===== src/rtl/culsans_ila_pkg.sv =====
// Shared types and helpers for the ACE snoop ILA monitor.
// Covers the trigger FSM encoding, the probe bundle layout and saturating arithmetic.
package culsans_ila_pkg;

  typedef enum logic [1:0] {
    ARMED     = 2'd0,
    TRIGGERED = 2'd1,
    FROZEN    = 2'd2
  } ila_state_e;

  typedef struct packed {
    logic [47:0]      addr;  // probe12
    logic [11:0][31:0] p;    // probe0..probe11
  } ila_probes_t;

  localparam int CR_DT_BIT = 0;

  function automatic logic [31:0] sat_add32(input logic [31:0] a, input logic [31:0] b);
    logic [32:0] sum;
    sum = {1'b0, a} + {1'b0, b};
    return sum[32] ? 32'hFFFF_FFFF : sum[31:0];
  endfunction

endpackage


===== src/rtl/ace_snoop_ila_monitor_if.sv =====
// Observation bundle for one ACE snoop port (AC request, CR response, CD data channels).
// The monitor only ever sees it through the slave modport, so it can never drive a handshake.
interface ace_snoop_ila_monitor_if #(
  parameter int unsigned AddrWidth = 48
);
  logic                 ac_valid;
  logic                 ac_ready;
  logic [AddrWidth-1:0] ac_addr;
  logic [3:0]           ac_snoop;
  logic                 cr_valid;
  logic                 cr_ready;
  logic [4:0]           cr_resp;
  logic                 cd_valid;
  logic                 cd_ready;
  logic                 cd_last;

  modport master (
    output ac_valid, ac_ready, ac_addr, ac_snoop,
    output cr_valid, cr_ready, cr_resp,
    output cd_valid, cd_ready, cd_last
  );

  modport slave (
    input ac_valid, ac_ready, ac_addr, ac_snoop,
    input cr_valid, cr_ready, cr_resp,
    input cd_valid, cd_ready, cd_last
  );
endinterface


===== src/rtl/snoop_ts_fifo.sv =====
// Timestamp FIFO pairing each accepted AC with its later CR.
// Head is read combinationally so the pop cycle can compute latency; push+pop when full is legal.
module snoop_ts_fifo #(
  parameter int unsigned Depth = 8,
  parameter int unsigned Width = 32
) (
  input  logic                     clk_i,
  input  logic                     rst_i,
  input  logic                     push_i,
  input  logic [Width-1:0]         data_i,
  input  logic                     pop_i,
  output logic [Width-1:0]         data_o,
  output logic                     full_o,
  output logic                     empty_o,
  output logic [$clog2(Depth):0]   usage_o
);
  localparam int unsigned PtrW = $clog2(Depth);

  logic [Width-1:0] mem_q [Depth];
  logic [PtrW:0]    wr_ptr_q, wr_ptr_d;
  logic [PtrW:0]    rd_ptr_q, rd_ptr_d;
  logic             do_push, do_pop;

  assign empty_o = (wr_ptr_q == rd_ptr_q);
  assign full_o  = (wr_ptr_q[PtrW] != rd_ptr_q[PtrW]) &&
                   (wr_ptr_q[PtrW-1:0] == rd_ptr_q[PtrW-1:0]);
  assign usage_o = wr_ptr_q - rd_ptr_q;
  assign data_o  = mem_q[rd_ptr_q[PtrW-1:0]];

  // A pop frees the head slot in the same cycle, so a full FIFO can accept a push alongside it.
  assign do_pop  = pop_i & ~empty_o;
  assign do_push = push_i & (~full_o | do_pop);

  always_comb begin
    wr_ptr_d = wr_ptr_q + {{PtrW{1'b0}}, do_push};
    rd_ptr_d = rd_ptr_q + {{PtrW{1'b0}}, do_pop};
  end

  always_ff @(posedge clk_i) begin
    if (rst_i) begin
      wr_ptr_q <= '0;
      rd_ptr_q <= '0;
    end else begin
      wr_ptr_q <= wr_ptr_d;
      rd_ptr_q <= rd_ptr_d;
    end
  end

  always_ff @(posedge clk_i) begin
    if (do_push && !rst_i) begin
      mem_q[wr_ptr_q[PtrW-1:0]] <= data_i;
    end
  end
endmodule


===== src/rtl/ace_snoop_ila_monitor.sv =====
// Passive ACE snoop-port monitor feeding the ILA probes: traffic counters, CR latency stats,
// and a trigger FSM that freezes every probe a fixed number of cycles after a latency violation.
module ace_snoop_ila_monitor
  import culsans_ila_pkg::*;
#(
  parameter int unsigned AddrWidth  = 48,
  parameter int unsigned MaxOutstd  = 8,
  parameter int unsigned LatThresh  = 256,
  parameter int unsigned HoldCycles = 16
) (
  input  logic                  clk_i,
  input  logic                  rst_i,
  input  logic                  clear_i,
  input  logic                  freeze_i,
  ace_snoop_ila_monitor_if.slave snp,
  output logic [31:0]           probe0_o,
  output logic [31:0]           probe1_o,
  output logic [31:0]           probe2_o,
  output logic [31:0]           probe3_o,
  output logic [31:0]           probe4_o,
  output logic [31:0]           probe5_o,
  output logic [31:0]           probe6_o,
  output logic [31:0]           probe7_o,
  output logic [31:0]           probe8_o,
  output logic [31:0]           probe9_o,
  output logic [31:0]           probe10_o,
  output logic [31:0]           probe11_o,
  output logic [47:0]           probe12_o
);
  localparam int unsigned UsageW = $clog2(MaxOutstd) + 1;

  ila_state_e state_q, state_d;
  logic [31:0] hold_q, hold_d;
  logic [31:0] cyc_cnt_q, cyc_cnt_d;
  logic [31:0] ac_cnt_q, ac_cnt_d, cr_cnt_q, cr_cnt_d, cd_cnt_q, cd_cnt_d;
  logic [31:0] cd_last_cnt_q, cd_last_cnt_d, occ_q, occ_d;
  logic [31:0] lat_q, lat_d, lat_max_q, lat_max_d, lat_sum_q, lat_sum_d;
  logic [31:0] cyc_out_q, cyc_out_d, dt_cnt_q, dt_cnt_d, err_cnt_q, err_cnt_d;
  logic [11:0] info_q, info_d;
  logic [47:0] addr_q, addr_d;

  logic [AddrWidth-1:0] ac_addr;
  logic                 live, ac_ev, cr_ev, cd_ev;
  logic                 fifo_push, fifo_pop, fifo_full, fifo_empty;
  logic [31:0]          fifo_ts, lat;
  logic [UsageW-1:0]    fifo_usage;
  ila_probes_t          probes;

  assign ac_addr = snp.ac_addr;

  // Nothing is observed while frozen, either by the FSM or by the manual freeze input.
  assign live  = (state_q != FROZEN) && !freeze_i;
  assign ac_ev = snp.ac_valid & snp.ac_ready & live;
  assign cr_ev = snp.cr_valid & snp.cr_ready & live;
  assign cd_ev = snp.cd_valid & snp.cd_ready & live;

  // Pop is decided on the pre-cycle state; a same-cycle pop makes room for the push.
  assign fifo_pop  = cr_ev & ~fifo_empty;
  assign fifo_push = ac_ev & (~fifo_full | fifo_pop);
  assign lat       = cyc_cnt_q - fifo_ts;

  snoop_ts_fifo #(
    .Depth (MaxOutstd),
    .Width (32)
  ) u_ts_fifo (
    .clk_i   (clk_i),
    .rst_i   (rst_i | clear_i),
    .push_i  (fifo_push),
    .data_i  (cyc_cnt_q),
    .pop_i   (fifo_pop),
    .data_o  (fifo_ts),
    .full_o  (fifo_full),
    .empty_o (fifo_empty),
    .usage_o (fifo_usage)
  );

  always_comb begin
    state_d = state_q;
    hold_d  = hold_q;
    unique case (state_q)
      ARMED: begin
        if (fifo_pop && (lat > LatThresh)) begin
          state_d = TRIGGERED;
          hold_d  = HoldCycles;
        end
      end
      TRIGGERED: begin
        if (hold_q <= 32'd1) begin
          hold_d  = '0;
          state_d = FROZEN;
        end else begin
          hold_d = hold_q - 32'd1;
        end
      end
      FROZEN:  state_d = FROZEN;
      default: state_d = ARMED;
    endcase
    if (clear_i) begin
      state_d = ARMED;
      hold_d  = '0;
    end
  end

  always_comb begin
    cyc_cnt_d     = cyc_cnt_q + 32'd1;
    ac_cnt_d      = ac_cnt_q;
    cr_cnt_d      = cr_cnt_q;
    cd_cnt_d      = cd_cnt_q;
    cd_last_cnt_d = cd_last_cnt_q;
    occ_d         = 32'(fifo_usage) + 32'(fifo_push) - 32'(fifo_pop);
    lat_d         = lat_q;
    lat_max_d     = lat_max_q;
    lat_sum_d     = lat_sum_q;
    cyc_out_d     = cyc_out_q;
    dt_cnt_d      = dt_cnt_q;
    err_cnt_d     = err_cnt_q;
    addr_d        = addr_q;
    info_d        = info_q;
    info_d[11]    = freeze_i;

    if (live) begin
      cyc_out_d     = cyc_cnt_d;
      info_d[10:9]  = state_d;
    end
    if (ac_ev) begin
      ac_cnt_d     = ac_cnt_q + 32'd1;
      addr_d       = 48'(ac_addr);
      info_d[3:0]  = snp.ac_snoop;
    end
    if (cr_ev) begin
      cr_cnt_d    = cr_cnt_q + 32'd1;
      info_d[8:4] = snp.cr_resp;
      if (snp.cr_resp[CR_DT_BIT]) dt_cnt_d = dt_cnt_q + 32'd1;
    end
    if (cd_ev) begin
      cd_cnt_d = cd_cnt_q + 32'd1;
      if (snp.cd_last) cd_last_cnt_d = cd_last_cnt_q + 32'd1;
    end
    if (fifo_pop) begin
      lat_d     = lat;
      lat_max_d = (lat > lat_max_q) ? lat : lat_max_q;
      lat_sum_d = sat_add32(lat_sum_q, lat);
    end
    if ((cr_ev && fifo_empty) || (ac_ev && fifo_full && !cr_ev)) begin
      err_cnt_d = err_cnt_q + 32'd1;
    end

    // Clear wipes everything the probes show except the free-running cycle count.
    if (clear_i) begin
      ac_cnt_d      = '0;
      cr_cnt_d      = '0;
      cd_cnt_d      = '0;
      cd_last_cnt_d = '0;
      occ_d         = '0;
      lat_d         = '0;
      lat_max_d     = '0;
      lat_sum_d     = '0;
      dt_cnt_d      = '0;
      err_cnt_d     = '0;
      addr_d        = '0;
      info_d        = '0;
    end
  end

  always_ff @(posedge clk_i) begin
    if (rst_i) begin
      state_q       <= ARMED;
      hold_q        <= '0;
      cyc_cnt_q     <= '0;
      ac_cnt_q      <= '0;
      cr_cnt_q      <= '0;
      cd_cnt_q      <= '0;
      cd_last_cnt_q <= '0;
      occ_q         <= '0;
      lat_q         <= '0;
      lat_max_q     <= '0;
      lat_sum_q     <= '0;
      cyc_out_q     <= '0;
      dt_cnt_q      <= '0;
      err_cnt_q     <= '0;
      addr_q        <= '0;
      info_q        <= '0;
    end else begin
      state_q       <= state_d;
      hold_q        <= hold_d;
      cyc_cnt_q     <= cyc_cnt_d;
      ac_cnt_q      <= ac_cnt_d;
      cr_cnt_q      <= cr_cnt_d;
      cd_cnt_q      <= cd_cnt_d;
      cd_last_cnt_q <= cd_last_cnt_d;
      occ_q         <= occ_d;
      lat_q         <= lat_d;
      lat_max_q     <= lat_max_d;
      lat_sum_q     <= lat_sum_d;
      cyc_out_q     <= cyc_out_d;
      dt_cnt_q      <= dt_cnt_d;
      err_cnt_q     <= err_cnt_d;
      addr_q        <= addr_d;
      info_q        <= info_d;
    end
  end

  always_comb begin
    probes.p[0]  = ac_cnt_q;
    probes.p[1]  = cr_cnt_q;
    probes.p[2]  = cd_cnt_q;
    probes.p[3]  = cd_last_cnt_q;
    probes.p[4]  = occ_q;
    probes.p[5]  = lat_q;
    probes.p[6]  = lat_max_q;
    probes.p[7]  = lat_sum_q;
    probes.p[8]  = cyc_out_q;
    probes.p[9]  = dt_cnt_q;
    probes.p[10] = {20'd0, info_q};
    probes.p[11] = err_cnt_q;
    probes.addr  = addr_q;
  end

  assign probe0_o  = probes.p[0];
  assign probe1_o  = probes.p[1];
  assign probe2_o  = probes.p[2];
  assign probe3_o  = probes.p[3];
  assign probe4_o  = probes.p[4];
  assign probe5_o  = probes.p[5];
  assign probe6_o  = probes.p[6];
  assign probe7_o  = probes.p[7];
  assign probe8_o  = probes.p[8];
  assign probe9_o  = probes.p[9];
  assign probe10_o = probes.p[10];
  assign probe11_o = probes.p[11];
  assign probe12_o = probes.addr;
endmodule

===== src/flat_wrapper.sv =====
// flat-port wrapper written by rule: the top's interface ports become plain ports
module ace_snoop_ila_monitor_flat import culsans_ila_pkg::*;
#(
  parameter int unsigned AddrWidth  = 48,
  parameter int unsigned MaxOutstd  = 8,
  parameter int unsigned LatThresh  = 256,
  parameter int unsigned HoldCycles = 16
)
  (clk_i, rst_i, clear_i, freeze_i, probe0_o, probe1_o, probe2_o, probe3_o, probe4_o, probe5_o, probe6_o, probe7_o, probe8_o, probe9_o, probe10_o, probe11_o, probe12_o, snp_ac_valid, snp_ac_ready, snp_ac_addr, snp_ac_snoop, snp_cr_valid, snp_cr_ready, snp_cr_resp, snp_cd_valid, snp_cd_ready, snp_cd_last);
  ace_snoop_ila_monitor_if #(.AddrWidth(AddrWidth)) snp_i ();
  input  logic clk_i;
  input  logic rst_i;
  input  logic clear_i;
  input  logic freeze_i;
  output logic [31:0] probe0_o;
  output logic [31:0] probe1_o;
  output logic [31:0] probe2_o;
  output logic [31:0] probe3_o;
  output logic [31:0] probe4_o;
  output logic [31:0] probe5_o;
  output logic [31:0] probe6_o;
  output logic [31:0] probe7_o;
  output logic [31:0] probe8_o;
  output logic [31:0] probe9_o;
  output logic [31:0] probe10_o;
  output logic [31:0] probe11_o;
  output logic [47:0] probe12_o;
  input wire logic [$bits(snp_i.ac_valid)-1:0] snp_ac_valid;
  input wire logic [$bits(snp_i.ac_ready)-1:0] snp_ac_ready;
  input wire logic [$bits(snp_i.ac_addr)-1:0] snp_ac_addr;
  input wire logic [$bits(snp_i.ac_snoop)-1:0] snp_ac_snoop;
  input wire logic [$bits(snp_i.cr_valid)-1:0] snp_cr_valid;
  input wire logic [$bits(snp_i.cr_ready)-1:0] snp_cr_ready;
  input wire logic [$bits(snp_i.cr_resp)-1:0] snp_cr_resp;
  input wire logic [$bits(snp_i.cd_valid)-1:0] snp_cd_valid;
  input wire logic [$bits(snp_i.cd_ready)-1:0] snp_cd_ready;
  input wire logic [$bits(snp_i.cd_last)-1:0] snp_cd_last;
  assign snp_i.ac_valid = snp_ac_valid;
  assign snp_i.ac_ready = snp_ac_ready;
  assign snp_i.ac_addr = snp_ac_addr;
  assign snp_i.ac_snoop = snp_ac_snoop;
  assign snp_i.cr_valid = snp_cr_valid;
  assign snp_i.cr_ready = snp_cr_ready;
  assign snp_i.cr_resp = snp_cr_resp;
  assign snp_i.cd_valid = snp_cd_valid;
  assign snp_i.cd_ready = snp_cd_ready;
  assign snp_i.cd_last = snp_cd_last;
  ace_snoop_ila_monitor #(.AddrWidth(AddrWidth), .MaxOutstd(MaxOutstd), .LatThresh(LatThresh), .HoldCycles(HoldCycles)) u_core (.clk_i(clk_i), .rst_i(rst_i), .clear_i(clear_i), .freeze_i(freeze_i), .snp(snp_i), .probe0_o(probe0_o), .probe1_o(probe1_o), .probe2_o(probe2_o), .probe3_o(probe3_o), .probe4_o(probe4_o), .probe5_o(probe5_o), .probe6_o(probe6_o), .probe7_o(probe7_o), .probe8_o(probe8_o), .probe9_o(probe9_o), .probe10_o(probe10_o), .probe11_o(probe11_o), .probe12_o(probe12_o));
endmodule

===== config.mk =====
export PLATFORM = sky130hd
export DESIGN_NAME = ace_snoop_ila_monitor_flat
export DESIGN_NICKNAME = d
export VERILOG_FILES = /design/src/rtl/culsans_ila_pkg.sv /design/src/rtl/ace_snoop_ila_monitor_if.sv /design/src/rtl/snoop_ts_fifo.sv /design/src/rtl/ace_snoop_ila_monitor.sv /design/src/flat_wrapper.sv
export SDC_FILE = /design/constraint.sdc
export NUM_CORES = 1
export LEC_CHECK = 0
export CORE_ASPECT_RATIO = 1.5
export CORE_UTILIZATION = 54
export CTS_BUF_LIST = sky130_fd_sc_hd__clkbuf_2 sky130_fd_sc_hd__clkbuf_4 sky130_fd_sc_hd__clkbuf_8
export DETAILED_ROUTE_END_ITERATION = 10
export PLACE_DENSITY = 0.8
export SYNTH_ARGS = -nofsm -noshare
export SYNTH_HDL_FRONTEND = slang
export SYNTH_SLANG_ARGS = --single-unit

===== constraint.sdc =====
create_clock -name clk_i -period 14.5 [get_ports clk_i]
set_input_delay 3.625 -clock clk_i [delete_from_list [all_inputs] [get_ports clk_i]]
set_output_delay 3.625 -clock clk_i [all_outputs]
set_load 0.02 [all_outputs]

Word level (Yosys, flattened, before mapping). Memories as Yosys holds them, arrays and structs flattened. A register that Yosys moved wholly into a read port is not among the register bits. Index checks and enable logic that the tools add are counted.

Bits in writable memories: 256. Register bits: 486. Output and inout port bits: 432. Memories kept: 1.

Memory list: u_core.u_ts_fifo.mem_q (depth 8, width 32, rd ports 1, clocked after memory_dff 1, wr ports 1, RTL line snoop_ts_fifo.sv:19) `logic [Width-1:0] mem_q [Depth];`.

Multiplexer cells: 11. Bitwise logic cells: 15. Magnitude comparators: 3. Equality and inequality tests: 7. Add/sub/neg operators: 15. Reduce and logical (&&, ||, !) cells: 18.

Operators with widths (number): adder 32 x 1 -> 32 bit, second input constant (7); two-way mux 32 bit (3); one-hot mux 32 bit (2 select lines) (1); adder 32 x 32 -> 33 bit (1); > comparator 32 bit (1); > comparator 32 x 9 -> 1 bit, second input constant (1); less-or-equal comparator 32 x 1 -> 1 bit, second input constant (1); subtractor 32 x 1 -> 32 bit (1); subtractor 32 x 1 -> 32 bit, second input constant (1); subtractor 32 bit (1); AND 1 bit (10); adder 4 x 1 -> 4 bit (2); AND reduction 2 bit (4); logical AND 1 bit (7); two-way mux 2 bit (3); one-hot mux 2 bit (3 select lines) (1); adder 4 x 1 -> 5 bit (1); == test 4 bit (1); subtractor 4 bit (1); == test 3 bit (1); logical NOT 1 bit (3); two-way mux 3 bit (1); OR 1 bit (3); == test 2 x 1 -> 1 bit, second input constant (1); 10 further kinds (12).

Longest topological paths before layout.
Depth in word-level cells: 10. Mapped depth: 25.

Modules after synthesis. A second synthesis with hierarchy kept.

Cells, all modules: 3287. Area total of the unflattened synthesis: 33016.7 um^2.

Modules (own cells, without submodules): ace_snoop_ila_monitor (cells an instance 2791, area an instance 22785.6 um^2, sequential area each 9048.7 um^2, instances 1); snoop_ts_fifo (cells an instance 496, area an instance 10231.1 um^2, sequential area each 7847.5 um^2, instances 1).

Least setup slack after synthesis. OpenSTA, ideal clock, no wires.

Path type: in2reg. From: input port freeze_i. To: memory u_core.u_ts_fifo.mem_q[1][0], enable pin. Arrival time: 6.895 ns. Setup time: 0.461 ns. Buffers on the path: 1. Data required time: 14.039 ns. Setup slack: 7.144 ns. Cell stages on the path: 6. Cells stage by stage: clkbuf_1 -> nor2_1 -> nand3_1 -> a31oi_1 -> nand3_1 -> nor3_1.

Longest elaborated chain between the ends: 10. Elaborated cells between the ends (all ways): 13. Classes of those cells: mux: 2; bitwise: 8; reduce/logical: 3.

Ends and longest elaborated chain: start: declaration (RTL line flat_wrapper.sv:14) `input logic freeze_i;`; logical NOT 1 bit * (RTL line ace_snoop_ila_monitor.sv:52) `assign live = (state_q != FROZEN) && !freeze_i;`; logical AND 1 bit * (RTL line ace_snoop_ila_monitor.sv:52); AND 1 bit (RTL line ace_snoop_ila_monitor.sv:54) `assign cr_ev = snp.cr_valid & snp.cr_ready & live;`; AND 1 bit (RTL line ace_snoop_ila_monitor.sv:58) `assign fifo_pop = cr_ev & ~fifo_empty;`; OR 1 bit or AND 1 bit (tied branches) (RTL line ace_snoop_ila_monitor.sv:59, snoop_ts_fifo.sv:31); AND 1 bit or OR 1 bit (tied branches) (RTL line ace_snoop_ila_monitor.sv:59, snoop_ts_fifo.sv:32); AND 1 bit * (RTL line snoop_ts_fifo.sv:32) `assign do_push = push_i & (~full_o | do_pop);`; logical AND 1 bit * (RTL line snoop_ts_fifo.sv:50) `if (do_push && !rst_i) begin`; two-way mux 1 bit * (RTL line snoop_ts_fifo.sv:50); two-way mux 1 bit (not written as such) * (RTL line snoop_ts_fifo.sv:51) `mem_q[wr_ptr_q[PtrW-1:0]] <= data_i;`; end: declaration (RTL line snoop_ts_fifo.sv:19).

Mark *: on every way between the ends. The rest lies on a longest branch, timed or not.

Final worst setup path.
From: register u_core.u_ts_fifo.rd_ptr_q[0]. To: register u_core.lat_max_q[1] (netlist: u_core.probe6_o[1]).

Longest elaborated chain between the ends: 4.

Ends and longest elaborated chain: start: declaration (RTL line snoop_ts_fifo.sv:21) `logic [PtrW:0] rd_ptr_q, rd_ptr_d;`; start signal: assignment (RTL line snoop_ts_fifo.sv:45) `rd_ptr_q <= rd_ptr_d;`; == test 4 bit (RTL line snoop_ts_fifo.sv:24) `assign empty_o = (wr_ptr_q == rd_ptr_q);`; inverter 1 bit (RTL line ace_snoop_ila_monitor.sv:58); AND 1 bit (RTL line ace_snoop_ila_monitor.sv:58); AND reduction 2 bit (no line); end signal: assignment (RTL line ace_snoop_ila_monitor.sv:193) `lat_max_q <= lat_max_d;`; end: declaration (RTL line ace_snoop_ila_monitor.sv:37) `logic [31:0] lat_q, lat_d, lat_max_q, lat_max_d, lat_sum_q, lat_sum_d;`.

No other way between the ends. A chain may end at the register's enable or synchronous reset.

==> impl_metrics.csv <==
group,metric,value,unit
run_status,status,"complete, no violations",
logic_synthesis,synth.most_common_cell,"dfxtp_1",
clock_tree,tritoncts,"yes",
floorplanning,ios,500,
floorplanning,fp.coreArea,59900,µm²
timing,hold_ws,454,ps
floorplanning,die_y,303,µm
logic_synthesis,syn_area,32600,µm²
logic_synthesis,synth_top_area_cell,"dfxtp_1",
clock_tree,post_cts_resized,0,
clock_tree,cts_sinks,719,
final_layout,fillCellCount,4597,
clock_tree,ctsHoldBuffers,0,
clock_tree,clock_latency,740,ps
global_routing,globalRouteOverflowTotal,0,
placed_design,io_buffers,479,
floorplanning,initial_core_util,54.5,%
critical_path,cp_data_required_time,15070,ps
logic_synthesis,synth_edf_count,256,
timing,clock_skew,39.7,ps
logic_synthesis,syn-mean-instance-area,10.2,µm²
detailed_routing,vias,25900,
detailed_routing,firstDrtPassIters,5,
timing,fmaxAchievable,0.134,GHz
clock_tree,cts_buffers,105,
logic_synthesis,ys_ff_latch,719,
global_routing,grt_pass1_wl,138000,µm
detailed_routing,drc_errors,0,
timing,max-slew-margin-rel,24.2,%
power,ir_drop,0.0833,mV
logic_synthesis,synth_warnings,0,
detailed_routing,postRouteAntennaNets,0,
logic_synthesis,synth_flop_cell,"dfxtp_1",
timing,rsz0062_at_grt,"no",
clock_tree,path_clk_slew,70,ps
global_routing,grt_max_degree,203,
timing,min_period,7480,ps
hold_path,holdPathStages,2,
final_layout,drive_gt1_share,8.78,%
power,leakagePower,0.0145,µW
hold_path,min_path_type,"reg -> reg",
timing,setup_viol,0,
critical_path,cp_data_arrival_time,8040,ps
floorplanning,row_count,110,
logic_synthesis,ys_top_cells_by_area,"dfxtp_1 (28%), edfxtp_1 (24%), xor2_1 (4.9%)",
final_layout,finalNetCount,3824,
global_routing,grt.total_usage,28.8,%
final_layout,syn_to_final_growth,23.5,%
global_routing,antenna_found_initial,4,
detailed_routing,wl_per_cell,20.1,µm
critical_path,r2r_cells,22,
critical_path,critical_path.max_fanout,43,
logic_synthesis,syn_inst,3190,
timing,setup_tns,0,ps
global_routing,grt_pass1_vias,24900,
placed_design,place.gp.congestion,0.931,
floorplanning,dieArea,61400,µm²
logic_synthesis,ys_seq_area_share,52.0,%
detailed_routing,drt-total-wl,90500,µm
timing,hold_viol_final,0,
timing,finalCritPeriodShare,51.6,%
placed_design,hpwl,64300,µm
timing,setup_ws,7020,ps
logic_synthesis,async_reset_ff_share,0,%
clock_tree,postCtsSetupRepairBufs,0,
run,cap_violations,0,
critical_path,worstSetupStartpointType,"flop",
timing,tightestPinTransition,1130,ps
logic_synthesis,ys_types,77,
clock_tree,h-tree-depth,3,
floorplanning,die_w,203,µm
logic_synthesis,synth.top_cell.area_share,28.4,%
placed_design,place_ws,6990,ps
clock_tree,clockBufferDepth,3,
timing,slew_viol_final,0,
detailed_routing,dr.first_iter.drc_count,1814,
detailed_routing,vias_per_cell,5.74,
logic_synthesis,synth_commonest_cells,"dfxtp_1 (463), nor2_1 (388), nand2_1 (335)",
critical_path,criticalPathCategory,"reg -> reg",
clock_tree,root_buffer,"clkbuf_8",
power,p_per_area,98.7,nW/µm²
critical_path,cp-end-kind,"flop",
cell type report:
cell class              count  area [µm²]  share of cell area [%]
multi-input cells        2237       14700                    36.6
diodes                      4        10.0                  0.0248
flip-flops and latches    719       17000                    42.1
inverters                  64         240                   0.596
clock buffers             164        2030                    5.03
repair buffers            511        5040                    12.5
clock inverters            28         272                   0.674
well taps                 784         981                    2.44
flip-flops by register name (all words and copies together) (netlist names):
register                   flops
u_core.probe6_o               32
u_core.probe8_o               32
u_core.info_q                 12
u_core.hold_q                 32
u_core.probe3_o               32
u_core.probe7_o               32
u_core.probe12_o              48
u_core.u_ts_fifo.rd_ptr_q      4
u_core.probe1_o               32
u_core.probe5_o               32
u_core.probe11_o              32
u_core.probe2_o               32
u_core.u_ts_fifo.wr_ptr_q      4
u_core.cyc_cnt_q              32
u_core.probe4_o                9
u_core.probe9_o               32
u_core.u_ts_fifo.mem_q       256
u_core.probe0_o               32
u_core.state_q                 2
report_power, final:
group          total [µW]  internal [µW]  switching (µW)
clock                1750            964             786
sequential           2090           2080            8.40
combinational         135           52.3            82.2
total                3980           3100             876
metal layers:
| layer | global-route usage [%] | up-vias | part of all wire, % | routed length [µm] |
|---|---|---|---|---|
| met5 | 0 | - | 0 | 0 |
| met4 | 17.6 | 0 | 5.7 | 5200 |
| li1 | - | 12200 | - | - |
| met3 | 5.55 | 230 | 6.9 | 6260 |
| met1 | 32.5 | 12400 | 37 | 33900 |
| met2 | 50.1 | 1022 | 50 | 45200 |
cell usage in the layout (no fill, tap or decap), types with 7 or more instances in the layout:
cell             count
clkinv_1            10
mux4_2              64
edfxtp_1           256
o21a_1              17
nand3_1            106
nand2_1            335
nor3_1              44
dfxtp_1            461
and4_1              20
o21bai_1             8
or3_1               32
or4_1                8
clkdlybuf4s50_1    478
o22ai_1              7
a31oi_1             28
clkinv_2             7
a21o_1              42
a21oi_1            243
buf_4               31
clkbuf_4            37
o211ai_1             7
inv_1               62
and2_1              22
o21ai_0            114
xor2_1             181
ha_1               115
and3_1              58
nor2b_1             17
conb_1              20
xnor2_1             75
a211oi_1            44
nand4_1             53
clkbuf_8           127
nor2_4               8
o31ai_1             13
or2_2                9
mux2i_1             67
nor2_1             379
nor4_1              14
nand2b_1            12
worst max-delay path, stage by stage (launching register included):
cell,delay [ps]
dfxtp_4,900
buf_4,550
mux4_2,570
mux2i_1,280
ha_1,290
nor2b_1,150
o31a_1,290
o31ai_1,490
a31oi_1,300
a21oi_1,410
nor4bb_1,140
o31a_1,320
or2_2,380
ha_1,320
nand4_1,70
nor2_1,170
nand3_1,130
nor2_1,160
o311ai_0,220
a21oi_4,260
buf_4,480
mux2i_1,260
nor2_1,60
path summary, 6_finish.rpt:
| check | endpoint | from | slack, ps |
|---|---|---|---|
| hold reg to reg | u_core.probe12_o[9]$_SDFFE_PP0P_ | u_core.probe12_o[9]$_SDFFE_PP0P_ | 450 |
| setup reg to reg | u_core.probe6_o[1]$_SDFFE_PP0P_ | u_core.u_ts_fifo.rd_ptr_q[0]$_SDFF_PP0_ | 7020 |
| setup / recovery | u_core.probe6_o[1]$_SDFFE_PP0P_ | u_core.u_ts_fifo.rd_ptr_q[0]$_SDFF_PP0_ | 7020 |
| hold / removal | u_core.probe12_o[9]$_SDFFE_PP0P_ | u_core.probe12_o[9]$_SDFFE_PP0P_ | 450 |
per-stage QoR:
step	std cells	util, %	power, µW	area [µm²]
6_report	4511	67.3	3980	40300
5_1_grt	4511	67.3	4110	40300
4_1_cts	4507	67.3	4010	40300
3_5_place_dp	4315	63.4	2270	38000
3_3_place_gp	4315	63.4	2270	38000
2_1_floorplan	3209	-	2220	32700
cells by family after synthesis:
group	Yosys count	synth area share, %
xor gates and xnor gates	257	6.94
and+or+nand+nor	1145	16.2
other	1	0.0115
AOI/OAI and AO/OA	566	10.4
adders and majority gates	118	4.59
muxes	131	6.47
DFF	719	52.0
buffers and inverters	253	3.45
Power figures use the tool's default switching activity.
